===== config.mk =====
export PLATFORM = sky130hd
export DESIGN_NAME = pulse_scheduler_flat
export DESIGN_NICKNAME = d
export VERILOG_FILES = /design/src/rtl/pulse_scheduler_if.sv /design/src/rtl/pulse_scheduler.sv /design/src/flat_wrapper.sv
export SDC_FILE = /design/constraint.sdc
export NUM_CORES = 2
export LEC_CHECK = 0
export ABC_CLOCK_PERIOD_IN_PS = 7300
export BUFFER_PORTS_ARGS = -buffer_cell sky130_fd_sc_hd__buf_2
export CELL_PAD_IN_SITES_DETAIL_PLACEMENT = 0
export CELL_PAD_IN_SITES_GLOBAL_PLACEMENT = 2
export CORE_ASPECT_RATIO = 1.2
export CORE_MARGIN = 3
export CORE_UTILIZATION = 49
export DETAILED_ROUTE_END_ITERATION = 12
export GPL_TIMING_DRIVEN = 1
export PLACE_DENSITY = 0.81
export SYNTH_ARGS = -nofsm -noshare
export SYNTH_HDL_FRONTEND = slang
export SYNTH_SLANG_ARGS = --single-unit

===== constraint.sdc =====
create_clock -name clk -period 7.3 [get_ports clk]
set_input_delay 1.095 -clock clk [delete_from_list [all_inputs] [get_ports clk]]
set_output_delay 1.095 -clock clk [all_outputs]
set_load 0.005 [all_outputs]

===== src/rtl/pulse_scheduler_if.sv =====
// Command write port of the pulse scheduler: a timestamped pulser command
// offered with valid and accepted while the scheduler FIFO has room.
interface pulse_scheduler_if #(
  parameter int TW = 32
);
  logic          in_valid;
  logic          in_ready;
  logic [TW-1:0] in_time;
  logic [63:0]   in_cmd;
  logic          in_zero;

  modport master (output in_valid, in_time, in_cmd, in_zero, input in_ready);
  modport slave  (input in_valid, in_time, in_cmd, in_zero, output in_ready);
endinterface


===== src/rtl/pulse_scheduler.sv =====
// Timestamped command scheduler for one pulser channel. Commands wait in a
// FIFO, one at a time move into a hold register, and strobe into the pulser
// when the free-running timer reaches their start time. A strobe is never
// issued while the pulser is active or inside the post-strobe guard window.
// A command whose time has already passed counts as late, and is either
// issued at the first legal cycle or discarded, depending on DROP.
module pulse_scheduler #(
  parameter int AW    = 4,
  parameter int TW    = 32,
  parameter int DROP  = 0,
  parameter int GUARD = 2
) (
  input  logic                clk,
  input  logic                rst_n,
  input  logic                run,
  input  logic                tref,
  input  logic                flush,
  input  logic                pulser_active,
  pulse_scheduler_if.slave    cmd_in,
  output logic [63:0]         command,
  output logic                strobe,
  output logic                daczero,
  output logic [TW-1:0]       timer,
  output logic [AW:0]         level,
  output logic                late,
  output logic [15:0]         late_cnt
);

  localparam int DEPTH = 1 << AW;
  localparam int GW    = (GUARD < 1) ? 1 : $clog2(GUARD + 1);

  typedef struct packed {
    logic [TW-1:0] t;
    logic [63:0]   cmd;
    logic          zero;
  } entry_t;

  // EMPTY: hold register free; ARMED: hold register carries the next command.
  // The strobe cycle itself is the registered strobe output.
  typedef enum logic {EMPTY, ARMED} hold_state_e;

  entry_t        mem [DEPTH];
  entry_t        hold;
  hold_state_e   state;
  logic [AW:0]   wr_ptr;
  logic [AW:0]   rd_ptr;
  logic [GW-1:0] guard;

  logic          wr_en;
  logic          pop;
  logic          fire;
  logic          issue;
  logic          due;
  logic          is_late;
  logic [TW-1:0] next_time;
  logic [TW-1:0] diff;

  // Occupancy from the extra pointer bit; full exactly when the MSB is set.
  assign level           = wr_ptr - rd_ptr;
  assign cmd_in.in_ready = ~level[AW];
  assign wr_en           = cmd_in.in_valid & cmd_in.in_ready & ~flush;

  // Wrap-safe due test against the time the strobe will actually appear.
  assign next_time = timer + 1'b1;
  assign diff      = hold.t - next_time;
  assign is_late   = diff[TW-1];
  assign due       = is_late | (diff == '0);

  assign fire  = run & ~tref & (state == ARMED) & due & ~pulser_active
               & (guard == '0) & ~flush;
  assign issue = fire & ((DROP == 0) | ~is_late);
  assign pop   = (level != '0) & ((state == EMPTY) | fire) & ~flush;

  // Timer: clear wins over count; frozen while run is low.
  always_ff @(posedge clk or negedge rst_n) begin
    if (!rst_n) begin
      timer <= '0;
    end else if (tref) begin
      timer <= '0;
    end else if (run) begin
      // NOTE: sequential state uses non-blocking assignments so every register samples pre-edge values.
      timer <= next_time;
    end
  end

  // FIFO storage.
  // NOTE: the array has no reset; entries are only read after being written, and reset empties the FIFO through its pointers.
  always_ff @(posedge clk) begin
    if (wr_en) begin
      mem[wr_ptr[AW-1:0]] <= '{t: cmd_in.in_time, cmd: cmd_in.in_cmd, zero: cmd_in.in_zero};
    end
  end

  // FIFO pointers; flush discards all queued entries.
  always_ff @(posedge clk or negedge rst_n) begin
    if (!rst_n) begin
      wr_ptr <= '0;
      rd_ptr <= '0;
    end else if (flush) begin
      rd_ptr <= wr_ptr;
    end else begin
      if (wr_en) wr_ptr <= wr_ptr + 1'b1;
      if (pop)   rd_ptr <= rd_ptr + 1'b1;
    end
  end

  // Hold register, issue/drop decision, guard window and late accounting.
  always_ff @(posedge clk or negedge rst_n) begin
    if (!rst_n) begin
      state    <= EMPTY;
      hold     <= '0;
      strobe   <= 1'b0;
      command  <= '0;
      daczero  <= 1'b0;
      late     <= 1'b0;
      late_cnt <= '0;
      guard    <= '0;
    end else begin
      strobe <= 1'b0;
      late   <= 1'b0;
      if (guard != '0) guard <= guard - 1'b1;

      if (flush) begin
        state <= EMPTY;
      end else begin
        if (pop) begin
          hold  <= mem[rd_ptr[AW-1:0]];
          state <= ARMED;
        end else if (fire) begin
          state <= EMPTY;
        end

        if (issue) begin
          strobe  <= 1'b1;
          command <= hold.cmd;
          daczero <= hold.zero;
          guard   <= GUARD[GW-1:0];
        end

        if (fire && is_late) begin
          late <= 1'b1;
          if (late_cnt != 16'hFFFF) late_cnt <= late_cnt + 1'b1;
        end
      end
    end
  end

endmodule

===== src/flat_wrapper.sv =====
// flat-port wrapper written by rule: the top's interface ports become plain ports
module pulse_scheduler_flat 
#(
  parameter int AW    = 4,
  parameter int TW    = 32,
  parameter int DROP  = 0,
  parameter int GUARD = 2
)
  (clk, rst_n, run, tref, flush, pulser_active, command, strobe, daczero, timer, level, late, late_cnt, cmd_in_in_valid, cmd_in_in_time, cmd_in_in_cmd, cmd_in_in_zero, cmd_in_in_ready);
  pulse_scheduler_if #(.TW(TW)) cmd_in_i ();
  input  logic clk;
  input  logic rst_n;
  input  logic run;
  input  logic tref;
  input  logic flush;
  input  logic pulser_active;
  output logic [63:0] command;
  output logic strobe;
  output logic daczero;
  output logic [TW-1:0] timer;
  output logic [AW:0] level;
  output logic late;
  output logic [15:0] late_cnt;
  input wire logic [$bits(cmd_in_i.in_valid)-1:0] cmd_in_in_valid;
  input wire logic [$bits(cmd_in_i.in_time)-1:0] cmd_in_in_time;
  input wire logic [$bits(cmd_in_i.in_cmd)-1:0] cmd_in_in_cmd;
  input wire logic [$bits(cmd_in_i.in_zero)-1:0] cmd_in_in_zero;
  output wire logic [$bits(cmd_in_i.in_ready)-1:0] cmd_in_in_ready;
  assign cmd_in_i.in_valid = cmd_in_in_valid;
  assign cmd_in_i.in_time = cmd_in_in_time;
  assign cmd_in_i.in_cmd = cmd_in_in_cmd;
  assign cmd_in_i.in_zero = cmd_in_in_zero;
  assign cmd_in_in_ready = cmd_in_i.in_ready;
  pulse_scheduler #(.AW(AW), .TW(TW), .DROP(DROP), .GUARD(GUARD)) u_core (.clk(clk), .rst_n(rst_n), .run(run), .tref(tref), .flush(flush), .pulser_active(pulser_active), .cmd_in(cmd_in_i), .command(command), .strobe(strobe), .daczero(daczero), .timer(timer), .level(level), .late(late), .late_cnt(late_cnt));
endmodule

==> reports/qor.yml <==
routing:
  postRouteAntennaNets: 0
  drtPass1Iterations: 7
  vias: 33200
  drtIter0Drc: 3391
  drc: 0
  routed_wl_um: 161000
  via_per_inst: 6.00
  wl_per_cell_um: 29.0
global_route:
  antenna_found_initial: 43
  grt_pass1_vias: 34500
  grt_max_degree: 108
  gr-total-overflow: 0
  gr-usage-all-layers_pct: 22.2
  grt_pass1_wl_um: 237000
critical_path:
  cpMaxStageDelayCell: "or4_1"
  ff2ff_path_depth: 22
  path_max_fanout: 15
  slowest_delay_ns: 0.53
  criticalPathCategory: "register to register"
  r2r-start: "u_core.timer[11]"
  worstSetupStartpointType: "register"
  timing.reg2reg.setup_slack_ns: 0.57
  end_kind: "register"
  r2r_end: "u_core.hold[45]"
  cp.arrival_ns: 7.39
  cp_cell_sequence: "and3_1, nand4_1, nor2_1, nand2_1, nor2_1, and3_1, nor3b_2, nand3_1, xor2_1, ha_1, a211oi_1, nor2_1, a221o_1, or4_1, nor4_1, nand4_1, o31ai_2, buf_4, a21boi_2, nor3_4, buf_4, mux2_2"
  required_ns: 7.97
  path_common_cell: "nor2_1"
sta:
  hold_viol_final: 0
  finalCritPeriodShare_pct: 92.1
  slew_headroom_pct: 11.3
  max_slew.worst_pin.slew_ns: 1.31
  max_clock_freq_mhz: 149
  tns_ns: 0
  slew_violations: 0
  period_needed_ns: 6.73
  final.setup_skew_ns: 0.0309
  rsz0062_at_grt: "false"
  setup_viol: 0
logic_synthesis:
  ys.flop_type: "edfxtp_1"
  synth_seq_cells: 1777
  postSynthAreaPerCell_sq_um: 21.7
  ys_async_sr_fraction_pct: 12.7
  ys_seq_area_share_pct: 74.8
  syn-num-nets: 3370
  ys_warn_count: 0
  syn-instance-count: 3222
  synth.cell_area_sq_um: 69800
  synth_edf_count: 1552
  synth.distinct_cells: 72
floorplanning:
  die_x_um: 351
  io_pins: 225
  std_cell_rows: 151
  fp.dieH_um: 419
  coreArea_sq_um: 141000
  initial_utilization_pct: 49.4
  die_area_sq_um: 147000
cells_and_area:
  nets: 3679
  multi_input_area_sq_um: 16900
  seq_area_sq_um: 52200
  n_fill_cell: 10500
  syn_to_final_growth_pct: 13.3
  final_cells: 5528
  drive_above_1_share_pct: 32.6
  fin_util_pct: 56.0
clock_network:
  cts_max_level: 4
  tritoncts: "done"
  cts.sinks: 1777
  clk_path_buf_depth: 3
  clkTransAtPathRegs_ns: 0.06
  clock_latency_ns: 0.80
  cts_root_buf: "clkbuf_16"
  cts_buffers: 170
  ctsHoldBuffers: 0
placement:
  dp.final_hpwl_um: 85700
  gp_congestion: 0.898
  io_buffers: 224
  post-place-cells: 5195
power_and_ir_drop:
  p_int_mw: 20.9
  p_per_area_nw_per_um2: 367
  peakVddDrop_uv: 331
  p_leak_nw: 26.4
  p_sw_share_pct: 27.9
  clkPwrFrac_pct: 30.5
  power_mw: 29.0
  power_frac_comb_pct: 26.2
  sequentialPowerShare_pct: 43.4
  power_switching_mw: 8.10
run:
  cap_viol_max_count: 0
status:
  outcome: "finished, final reports clean"
hold_path:
  min_path_type: "input port to async pin"
[worst max path at each step]
stage | cells past startpoint | slack, ns | endpoint | from
floorplan | 11 | 1.61 | u_core.mem[0][0] | u_core.rd_ptr[3]
global placement | 22 | 0.42 | u_core.hold[45] | u_core.timer[11]
finish | 22 | 0.57 | u_core.hold[45] | u_core.timer[11]
CTS | 22 | 0.38 | u_core.hold[45] | u_core.timer[11]
detailed placement | 22 | 0.44 | u_core.hold[45] | u_core.timer[11]
global route | 22 | 0.03 | u_core.hold[30] | u_core.timer[11]
[per-stage QoR]
step           area (sq um)  setup slack [ns]  hold slack [ns]
6_report              79100             0.574            0.350
5_1_grt               79000            0.0287            0.374
4_1_cts               79000             0.379            0.319
3_5_place_dp          73400             0.445            0.449
3_3_place_gp          73400             0.419            0.442
2_1_floorplan         69800              1.61            0.426
[state kept, by name, indices dropped and copies added, names as in the netlist]
| signal | cells |
|---|---|
| u_core.rd_ptr | 5 |
| u_core.daczero | 1 |
| u_core.guard | 2 |
| u_core.late_cnt | 16 |
| u_core.state | 1 |
| u_core.mem | 1552 |
| u_core.timer | 32 |
| u_core.strobe | 1 |
| u_core.wr_ptr | 5 |
| u_core.late | 1 |
| u_core.hold | 97 |
| u_core.command | 64 |
[placed cells by master, fill, tap and decap left out, types with 5 or more instances in the layout]
| master | count |
|---|---|
| clkinvlp_4 | 6 |
| mux2_4 | 18 |
| o21a_1 | 9 |
| nor2_1 | 85 |
| nor3_1 | 13 |
| a31oi_1 | 8 |
| clkbuf_1 | 53 |
| inv_6 | 6 |
| buf_12 | 21 |
| clkbuf_8 | 16 |
| xnor2_1 | 40 |
| mux4_2 | 485 |
| a21o_1 | 8 |
| a21oi_1 | 47 |
| nand4_1 | 20 |
| clkinv_2 | 17 |
| and3_1 | 25 |
| clkbuf_16 | 177 |
| nand2b_1 | 7 |
| and2_1 | 5 |
| clkinv_1 | 21 |
| buf_4 | 38 |
| mux2_2 | 138 |
| edfxtp_1 | 1552 |
| ha_1 | 42 |
| or3_1 | 17 |
| mux2_1 | 12 |
| o211ai_1 | 11 |
| xor2_1 | 47 |
| bufinv_16 | 15 |
| inv_1 | 27 |
| nand3_1 | 17 |
| o21ai_0 | 36 |
| dfrtp_1 | 222 |
| and2_4 | 16 |
| nand2_1 | 90 |
| a211oi_1 | 5 |
| diode_2 | 17 |
| buf_2 | 223 |
[routing by layer]
layer  up-vias  GRT usage [%]  share of wire (%)
li1      14000              -                  -
met1     17800           30.5                 41
met2      1052           37.0                 50
met3       274           4.57                6.4
met4        18           5.16                2.0
met5         -              0              0.072
[timing repair]
| action | 4_1_cts | 5_1_grt |
|---|---|---|
| gates resized for setup | 0 | 1 |
| endpoints found under the setup margin | 0 | 97 |
| setup buffers | 0 | 0 |
[power groups by stage]
stage               logic (mW)  registers, mW  clock network [mW]
CTS                       7.73           12.6                9.03
global placement          7.66           12.8                   0
global route              8.20           12.7                9.42
floorplan                 5.64           12.4                   0
detailed placement        7.71           12.8                   0
finish                    7.60           12.6                8.84
[worst max-delay path: cells and delay by family, from the launching register on]
family | cells | cell delay (ns)
compound gates | 4 | 1.20
xor+xnor | 1 | 0.17
fa+ha+maj | 1 | 0.41
buf+inv | 2 | 0.60
flops | 1 | 0.47
mux | 1 | 0.39
simple gates | 13 | 3.35
[kinds of logic after synthesis]
logic type,share of synthesized area (%)
AO/OA/AOI/OAI,1.50
XOR/XNOR,1.09
adder cells (fa/ha/maj),0.810
buffers and inverters,1.03
flip-flops,74.8
multiplexers,18.5
AND/OR/NAND/NOR,2.24
[synthesized netlist by cell type, types with 4 or more instances]
cell      count  share of area, %
mux2_1       12              0.19
a211oi_1      5             0.054
a21oi_2       4             0.050
a211o_1       4             0.050
dfrtp_1     225               8.1
nand2b_1      7             0.063
edfxtp_1   1552                67
mux2i_1       4             0.057
buf_4         5             0.054
ha_1         42              0.75
nor3_1       13             0.093
clkbuf_1    105              0.56
nor2_1       85              0.46
nand3_1      17              0.12
and2_1       21              0.19
nand2_1      91              0.49
buf_2         6             0.043
a21o_1        8             0.086
o211ai_1     11              0.12
o21a_1        9             0.097
xor2_1       47              0.59
a21oi_1      47              0.34
mux2_2      138               2.2
or3_1        17              0.15
xnor2_1      40              0.50
mux4_2      485                16
a31oi_1       8             0.072
and3_1       25              0.22
mux2_4       18              0.39
nand4_1      20              0.18
o21ai_0      36              0.26
buf_1        26              0.14
nor3b_1       4             0.043
inv_1        27              0.15
[final cells by class]
| cell class | count | area share, % |
|---|---|---|
| antenna | 17 | 0.0538 |
| inverter | 28 | 0.142 |
| timing repair buffer | 283 | 2.32 |
| sequential | 1777 | 66.1 |
| clock buffer | 246 | 6.13 |
| tap | 1836 | 2.91 |
| multi-input combinational | 1271 | 21.4 |
| clock inverter | 70 | 0.978 |
No activity file was read; power rests on OpenSTA's default activity.
